<file path="config.mk">
export PLATFORM = sky130hd
export DESIGN_NAME = chain_shifter
export DESIGN_NICKNAME = d
export VERILOG_FILES = /design/src/rtl/chain_pkg.sv /design/src/rtl/chain_shift_reg.sv /design/src/rtl/chain_shifter.sv
export SDC_FILE = /design/constraint.sdc
export NUM_CORES = 1
export LEC_CHECK = 0
export ABC_AREA = 1
export BUFFER_PORTS_ARGS = -buffer_cell sky130_fd_sc_hd__buf_2
export CAP_MARGIN = 40
export CORE_MARGIN = 2
export CORE_UTILIZATION = 43
export CTS_CLUSTER_DIAMETER = 30
export CTS_CLUSTER_SIZE = 30
export DETAILED_ROUTE_END_ITERATION = 10
export PLACE_DENSITY = 0.73
export SLEW_MARGIN = 20
export SYNTH_ARGS = -nofsm -noshare
export SYNTH_HDL_FRONTEND = slang
export SYNTH_SLANG_ARGS = --single-unit
</file>
<file path="constraint.sdc">
create_clock -name CLK -period 1.4 [get_ports CLK]
set_clock_uncertainty 0.1 [all_clocks]
set_input_delay 0.07 -clock CLK [delete_from_list [all_inputs] [get_ports CLK]]
set_output_delay 0.07 -clock CLK [all_outputs]
set_load 0.005 [all_outputs]
</file>
<file path="src/rtl/chain_pkg.sv">
// Shared state encoding and width limits for the configuration-chain shifter.
package chain_pkg;

  typedef enum logic [1:0] {
    IDLE  = 2'd0,
    SHIFT = 2'd1,
    HOLD  = 2'd2
  } chain_state_e;

  localparam int MAX_BYTE_BITS = 8;
  localparam int CNT_W         = $clog2(MAX_BYTE_BITS);

  // Ones in the low 'bits' positions: the active part of a byte.
  function automatic logic [MAX_BYTE_BITS-1:0] active_mask(input int bits);
    logic [MAX_BYTE_BITS-1:0] m;
    for (int i = 0; i < MAX_BYTE_BITS; i++) begin
      m[i] = (i < bits);
    end
    return m;
  endfunction

endpackage

</file>
<file path="src/rtl/chain_shift_reg.sv">
// Shift/capture datapath: drives SIN from the write register and collects SOUT
// into the readback register. Capture exists only with CHAIN_SHIFTER_READBACK_EN.
module chain_shift_reg
  import chain_pkg::*;
#(
  parameter int MSB_FIRST = 1,
  parameter int BYTE_BITS = 8
) (
  input  logic                     clk,
  input  logic                     rst_n,
  input  logic                     load,
  input  logic                     advance,
  input  logic                     capture,
  input  logic                     clear,
  input  logic                     se_next,
  input  logic [MAX_BYTE_BITS-1:0] din,
  input  logic                     sout,
  output logic                     sin,
  output logic [MAX_BYTE_BITS-1:0] rb_data
);

  localparam int W       = MAX_BYTE_BITS;
  localparam int TOP_BIT = BYTE_BITS - 1;
  localparam logic [W-1:0] MASK = active_mask(BYTE_BITS);

  logic [W-1:0] sr_q, sr_d;
  logic         sin_q, sin_d;

  // SIN is registered and shows the head bit of the register as it will be after this edge.
  always_comb begin
    sr_d = sr_q;
    if (load) begin
      sr_d = din & MASK;
    end else if (advance) begin
      sr_d = (MSB_FIRST != 0) ? ({sr_q[W-2:0], 1'b0} & MASK) : {1'b0, sr_q[W-1:1]};
    end
    sin_d = 1'b0;
    if (se_next) begin
      sin_d = (MSB_FIRST != 0) ? sr_d[TOP_BIT] : sr_d[0];
    end
  end

  always_ff @(posedge clk or negedge rst_n) begin
    if (!rst_n) begin
      sr_q  <= '0;
      sin_q <= 1'b0;
    end else begin
      sr_q  <= sr_d;
      sin_q <= sin_d;
    end
  end

  assign sin = sin_q;

`ifdef CHAIN_SHIFTER_READBACK_EN
  logic [W-1:0] rb_q, rb_d;
  logic [W-1:0] sout_ext;

  assign sout_ext = {{(W-1){1'b0}}, sout};

  // Captured bits land in the same order SIN sent them, so a loopback reproduces the byte.
  always_comb begin
    rb_d = rb_q;
    if (clear) begin
      rb_d = '0;
    end else if (capture) begin
      if (MSB_FIRST != 0) begin
        rb_d = {rb_q[W-2:0], sout} & MASK;
      end else begin
        rb_d = {1'b0, rb_q[W-1:1]} | (sout_ext << TOP_BIT);
      end
    end
  end

  always_ff @(posedge clk or negedge rst_n) begin
    if (!rst_n) begin
      rb_q <= '0;
    end else begin
      rb_q <= rb_d;
    end
  end

  assign rb_data = rb_q;
`else
  logic unused_capture;
  assign unused_capture = ^{sout, capture, clear};
  assign rb_data        = '0;
`endif

endmodule

</file>
<file path="src/rtl/chain_shifter.sv">
// Byte-to-serial configuration chain shifter with optional SOUT readback
// (HOLD state and capture present only when CHAIN_SHIFTER_READBACK_EN is defined).
module chain_shifter
  import chain_pkg::*;
#(
  parameter int MSB_FIRST = 1,
  parameter int BYTE_BITS = 8
) (
  input  logic       CLK,
  input  logic       RST,
  input  logic       IN_VALID,
  output logic       IN_READY,
  input  logic [7:0] IN_DATA,
  input  logic       ABORT,
  output logic       SIN,
  input  logic       SOUT,
  output logic       SE,
  output logic       OUT_VALID,
  input  logic       OUT_READY,
  output logic [7:0] OUT_DATA,
  output logic       BUSY
);

  localparam logic [CNT_W-1:0] LAST_CNT = CNT_W'(BYTE_BITS - 1);
  localparam logic [CNT_W-1:0] CNT_ONE  = CNT_W'(1);

  chain_state_e     state_q, state_d;
  logic [CNT_W-1:0] cnt_q, cnt_d;
  logic             se_q, se_d;
  logic             in_ready_q, in_ready_d;
  logic             accept;
  logic             clear_rb;

  // ABORT wins over IN_VALID and OUT_READY; the counter stops at LAST_CNT and never wraps.
  always_comb begin
    state_d    = state_q;
    cnt_d      = cnt_q;
    accept     = (state_q == IDLE) && in_ready_q && IN_VALID && !ABORT;
    case (state_q)
      IDLE: begin
        if (accept) begin
          state_d = SHIFT;
        end
      end
      SHIFT: begin
        if (ABORT) begin
          state_d = IDLE;
        end else if (cnt_q == LAST_CNT) begin
`ifdef CHAIN_SHIFTER_READBACK_EN
          state_d = HOLD;
`else
          state_d = IDLE;
`endif
        end else begin
          cnt_d = cnt_q + CNT_ONE;
        end
      end
`ifdef CHAIN_SHIFTER_READBACK_EN
      HOLD: begin
        if (ABORT || OUT_READY) begin
          state_d = IDLE;
        end
      end
`endif
      default: state_d = IDLE;
    endcase
    if (state_d == IDLE) begin
      cnt_d = '0;
    end
    se_d       = (state_d == SHIFT);
    in_ready_d = (state_d == IDLE);
  end

  always_ff @(posedge CLK or negedge RST) begin
    if (!RST) begin
      state_q    <= IDLE;
      cnt_q      <= '0;
      se_q       <= 1'b0;
      in_ready_q <= 1'b0;
    end else begin
      state_q    <= state_d;
      cnt_q      <= cnt_d;
      se_q       <= se_d;
      in_ready_q <= in_ready_d;
    end
  end

  assign clear_rb = accept || (ABORT && (state_q != IDLE));

  chain_shift_reg #(
    .MSB_FIRST (MSB_FIRST),
    .BYTE_BITS (BYTE_BITS)
  ) u_shift_reg (
    .clk     (CLK),
    .rst_n   (RST),
    .load    (accept),
    .advance (state_q == SHIFT),
    .capture (se_q),
    .clear   (clear_rb),
    .se_next (se_d),
    .din     (IN_DATA),
    .sout    (SOUT),
    .sin     (SIN),
    .rb_data (OUT_DATA)
  );

`ifdef CHAIN_SHIFTER_READBACK_EN
  logic out_valid_q, out_valid_d;

  assign out_valid_d = (state_d == HOLD);

  always_ff @(posedge CLK or negedge RST) begin
    if (!RST) begin
      out_valid_q <= 1'b0;
    end else begin
      out_valid_q <= out_valid_d;
    end
  end

  assign OUT_VALID = out_valid_q;
`else
  logic unused_readback;
  assign unused_readback = OUT_READY;
  assign OUT_VALID       = 1'b0;
`endif

  assign IN_READY = in_ready_q;
  assign SE       = se_q;
  assign BUSY     = (state_q != IDLE);

endmodule

</file>
==> Word level (Yosys, flattened, before mapping) <==
Index checks and enable logic that the tools add are counted.
{ "op_classes": {"n_eq_ne": 5, "add_sub_neg": 1, "reduce_logical": 10, "n_mux": 11} }
{ "ops": {"columns": ["op", "n"], "rows": [
  ["8-bit 2-to-1 mux", 2],
  ["3-bit 2-to-1 mux", 4],
  ["2-bit 2-to-1 mux", 3],
  ["2-bit nonzero test", 3],
  ["2-bit by 1-bit == test with 1-bit output (second input constant)", 2],
  ["2-bit logical NOT", 2],
  ["2-bit one-hot mux with 2 select lines", 1],
  ["3-bit by 1-bit adder with 3-bit output (second input constant)", 1],
  ["3-bit == test (second input constant)", 1],
  ["1-bit logical AND", 3],
  ["3-bit AND reduction", 1],
  ["2-bit by 1-bit inequality test with 1-bit output (second input constant)", 1],
  ["2-bit inequality test (second input constant)", 1],
  ["1-bit logical NOT", 1],
  ["1-bit 2-to-1 mux", 1]
]} }
{ "totals": {"inputBits": 14, "register_bits": 16, "out_inout_bits": 13, "elab_cells": 34} }

==> Longest topological paths before layout <==
{ "logic_depth": {"word_depth": 9, "mapped_depth": 7, "ltp_nobuf": 7} }

==> By module <==
Synthesis repeated with hierarchy kept, for this count alone.
{ "unflattened": {"cells_unflattened": 93, "area_unflattened_um2": 822.0} }
{ "by_module_without_submodules": {"columns": ["module", "area_per_inst_um2", "cells_each", "seq_area_each_um2", "n_inst"], "rows": [
  ["chain_shift_reg", 460.4, 54, 225.2, 1],
  ["chain_shifter", 361.6, 39, 175.2, 1]
]} }

==> Worst setup path after synthesis <==
No wires, ideal clock.
{ "synth_timing": {"path_kind": "reg-to-reg", "start": "reg cnt_q[0]", "end": "reg u_shift_reg.sin_q, in the netlist u_shift_reg.sin", "stages_incl_launch_ff": 8, "t_required_ns": 1.229, "setup_ns": 0.071, "n_path_buf": 0, "period_less_slack_ns": 1.348, "arrival_time_ns": 1.177, "setup_slack_ns": 0.052, "path_cell_list": "dfrtp_1 -> ha_1 -> ha_1 -> nor2_1 -> nand2_2 -> nand2_2 -> inv_2 -> nor2_1"} }
{ "synth_via": {"elab_chain_cells": 6} }
{ "synth_rtl": {"columns": ["item", "line_no", "source"], "rows": [
  ["start, declared", "chain_shifter.sv:28", "logic [CNT_W-1:0] cnt_q, cnt_d;"],
  ["start signal, assigned", "chain_shifter.sv:82", "cnt_q <= cnt_d;"],
  ["3-bit == test", "chain_shifter.sv:48", "end else if (cnt_q == LAST_CNT) begin"],
  ["2-bit 2-to-1 mux", "chain_shifter.sv:48", null],
  ["2-bit 2-to-1 mux", "chain_shifter.sv:46", "if (ABORT) begin"],
  ["2-bit one-hot mux with 2 select lines", "chain_shifter.sv:39", "case (state_q)"],
  ["via state_d[0]", "chain_shifter.sv:27", "chain_state_e state_q, state_d;"],
  ["2-bit by 1-bit == test with 1-bit output", "chain_shifter.sv:70", "se_d = (state_d == SHIFT);"],
  ["1-bit 2-to-1 mux", "chain_shift_reg.sv:38", "if (se_next) begin"],
  ["via u_shift_reg.sin_d", "chain_shift_reg.sv:27", "logic sin_q, sin_d;"],
  ["end signal, assigned", "chain_shift_reg.sv:49", "sin_q <= sin_d;"],
  ["end, declared", "chain_shift_reg.sv:27", null]
]} }
The timed path passes the listed nets, and every way through them passes these cells.
A chain may end at the register's enable or synchronous reset.

==> Worst setup path in the final report <==
Same ends and word-level chain as after synthesis.

==> impl_metrics.json <==
{
  "ys_top_cells_by_count": "nand2_1, nand3_1, dfrtp_1",
  "final_hold_viol_count": 0,
  "dieArea_sq_um": 2170,
  "setup.worst_path.class": "reg2reg",
  "fin_nets": 136,
  "drtIter0Drc": 26,
  "fin_tns_setup_ns": 0,
  "cts.clk_slew.worst_paths_ns": 0.10,
  "status": "completed",
  "drtPass1Iterations": 6,
  "netlist_instances": 90,
  "critPathRequiredTime_ns": 1.53,
  "clock.fmax_mhz": 746,
  "n_antenna_cell": 0,
  "synth_area_sq_um": 781,
  "grt_pass1_vias": 551,
  "grt.overflow.total": 0,
  "worst_ep_arrival_time_ns": 1.47,
  "clk_latency_ns": 0.30,
  "yosys.area.top_type": "dfrtp_1",
  "track_usage": 0.162,
  "power_leakage_nw": 0.534,
  "io_pins": 27,
  "period_share": 0.957,
  "stdcell_area_sq_um": 1010,
  "critPathBufInv": 1,
  "worst_path_max_delay_cell": "dfrtp_1",
  "placed_area_sq_um": 861,
  "cp_top_family": "flip-flops",
  "path_cells": "ha_2, ha_4, nor2_4, nand2_2, nand2_2, inv_2, nor2_2",
  "core_area_sq_um": 1710,
  "fp.dieH_um": 46.6,
  "numCtsBuffers": 3,
  "critPathLaunchType": "flip-flop",
  "start_util": 0.457,
  "hold_class": "in2reg",
  "synth_area_per_cell_sq_um": 8.67,
  "power.density_nw_per_um2": 1050,
  "drive_gt1_frac": 0.277,
  "die_x_um": 46.6,
  "antenna_found_initial": 0,
  "drt-wirelength-per-cell_um": 9.77,
  "grt_start_max_net_pins": 17,
  "ys_seq_elements": 16,
  "setup_viol": 0,
  "critPathMostFrequentCell": "nand2_2",
  "cts_tree": "done",
  "detail-route-antenna-nets": 0,
  "max_stage_delay_ns": 0.42,
  "cts.path.max_buffers": 2,
  "yosysWarnings": 0,
  "post-route-drc-count": 0,
  "synth_top_flop_cell": "dfrtp_1",
  "clkPwrFrac": 0.292,
  "slew_viol_final": 0,
  "syn_to_final_growth_pct": 29.6,
  "cts_root_buf": "clkbuf_4",
  "end_kind": "flip-flop",
  "cts_setup_buffers": 0,
  "htree_levels": 1,
  "switching_share": 0.272,
  "drt-vias-per-instance": 4.47,
  "vdd_drop_max_v": 0.000764,
  "grt_pass1_wl_um": 2330,
  "row_count": 15,
  "comb_power_share": 0.171,
  "synth_area_leaders": "dfrtp_1, nand2_1, nand3_1, buf_4, ha_1",
  "synth.most_common_cell": "nand2_1",
  "wl_um": 1410,
  "period_minus_slack_ns": 1.34,
  "portBuffers": 15,
  "clkSinkCount": 16,
  "seq_power_share": 0.537,
  "rsz0062_at_grt": "false",
  "power_switching_w": 0.000288,
  "synth_edf_count": 0,
  "dp_hpwl_um": 952,
  "vias": 643,
  "gp_congestion": 0.708,
  "critPathMaxFanout": 3,
  "async_flop_share": 1.00,
  "p_int_w": 0.000774,
  "drv_cap": 0,
  "synth_top_area_share": 0.513,
  "ys_seq_area_frac": 0.513,
  "netlist-cell-type-count": 14
}
worst register-to-register path, cell delays in order, from the launching register on:
cell     delay (ns)
dfrtp_1        0.42
ha_2           0.20
ha_4           0.16
nor2_4         0.11
nand2_2        0.08
nand2_2        0.08
inv_2          0.05
nor2_2         0.08
cells in the final DEF, fill, tap and decap left out, drive strengths merged:
cell type | synthesis | final
nand2 | 29 | 29
o21ai | 1 | 1
clkbuf | 0 | 4
conb | 1 | 10
ha | 2 | 2
nor2 | 6 | 6
nand3b | 1 | 1
buf | 9 | 16
nand3 | 17 | 17
dfrtp | 16 | 16
inv | 8 | 8
dlygate4sd3 | 0 | 9
power by group through the flow:
stage | sequential (W) | clock, W | combinational [W]
final | 0.000570 | 0.000310 | 0.000182
after global routing | 0.000578 | 0.000332 | 0.000209
after CTS | 0.000569 | 0.000318 | 0.000180
after detailed placement | 0.000578 | 0 | 0.000160
after global placement | 0.000575 | 0 | 0.000154
after floorplan | 0.000571 | 0 | 0.000125
registers in the layout (all words and copies together), names as in the netlist:
| name | count |
|---|---|
| state_q | 2 |
| SE | 1 |
| cnt_q | 3 |
| u_shift_reg.sr_q | 8 |
| u_shift_reg.sin | 1 |
| IN_READY | 1 |
per-stage QoR:
step / util / total power [W] / worst slack (ns) / hold WS, ns / std cells
global route: 0.593 / 0.00112 / 0.00254 / 0.0315 / 144
global placement: 0.504 / 0.000729 / 0.0328 / -0.101 / 131
CTS: 0.579 / 0.00107 / 0.0153 / 0.0104 / 144
detailed placement: 0.504 / 0.000738 / 0.000160 / -0.103 / 131
finish: 0.593 / 0.00106 / 0.0600 / 0.0267 / 144
floorplan: - / 0.000696 / 0.0520 / -0.326 / 99
kinds of logic after synthesis:
logic type                 synth area share
AOI/OAI and AO/OA                   0.00640
DFF                                   0.513
other                               0.00480
buffers and inverters                 0.125
and+or+nand+nor                       0.319
adders and majority gates            0.0320
layer usage:
layer	up-vias	routed length (um)	part of all wire	track usage
li1	322	-	-	-
met1	293	630	0.45	0.199
met2	23	660	0.47	0.256
met5	-	0	0	0
met3	5	73	0.052	0.0235
met4	0	43	0.031	0.117
final timing paths:
check                      slack, ns                 from                   to  cells past startpoint
max                             0.06             cnt_q[0]      u_shift_reg.sin                      7
min                             0.03                ABORT           state_q[0]                      4
max reg2reg                     0.06             cnt_q[0]      u_shift_reg.sin                      7
min reg2reg                     0.40  u_shift_reg.sr_q[0]  u_shift_reg.sr_q[1]                      2
max in group asynchronous       0.85                  RST             cnt_q[2]                      2
min in group asynchronous       0.09                  RST  u_shift_reg.sr_q[2]                      2
repair_timing:
| item | in CTS | in global routing |
|---|---|---|
| endpoints found under the hold margin | 24 | 0 |
| pin swaps | 1 | 4 |
| setup endpoints to repair | 4 | 5 |
| hold buffers | 9 | 0 |
| resized for setup | 2 | 5 |
cell type report:
class / count / area (sq um)
Sequential cell: 16 / 400
Fill cell: 141 / 696
Tap cell: 25 / 31.3
Inverter: 8 / 30.0
Multi-Input combinational cell: 66 / 342
Clock buffer: 4 / 36.3
Timing Repair Buffer: 25 / 173
Note: power is estimated with default switching activity, not from simulation.
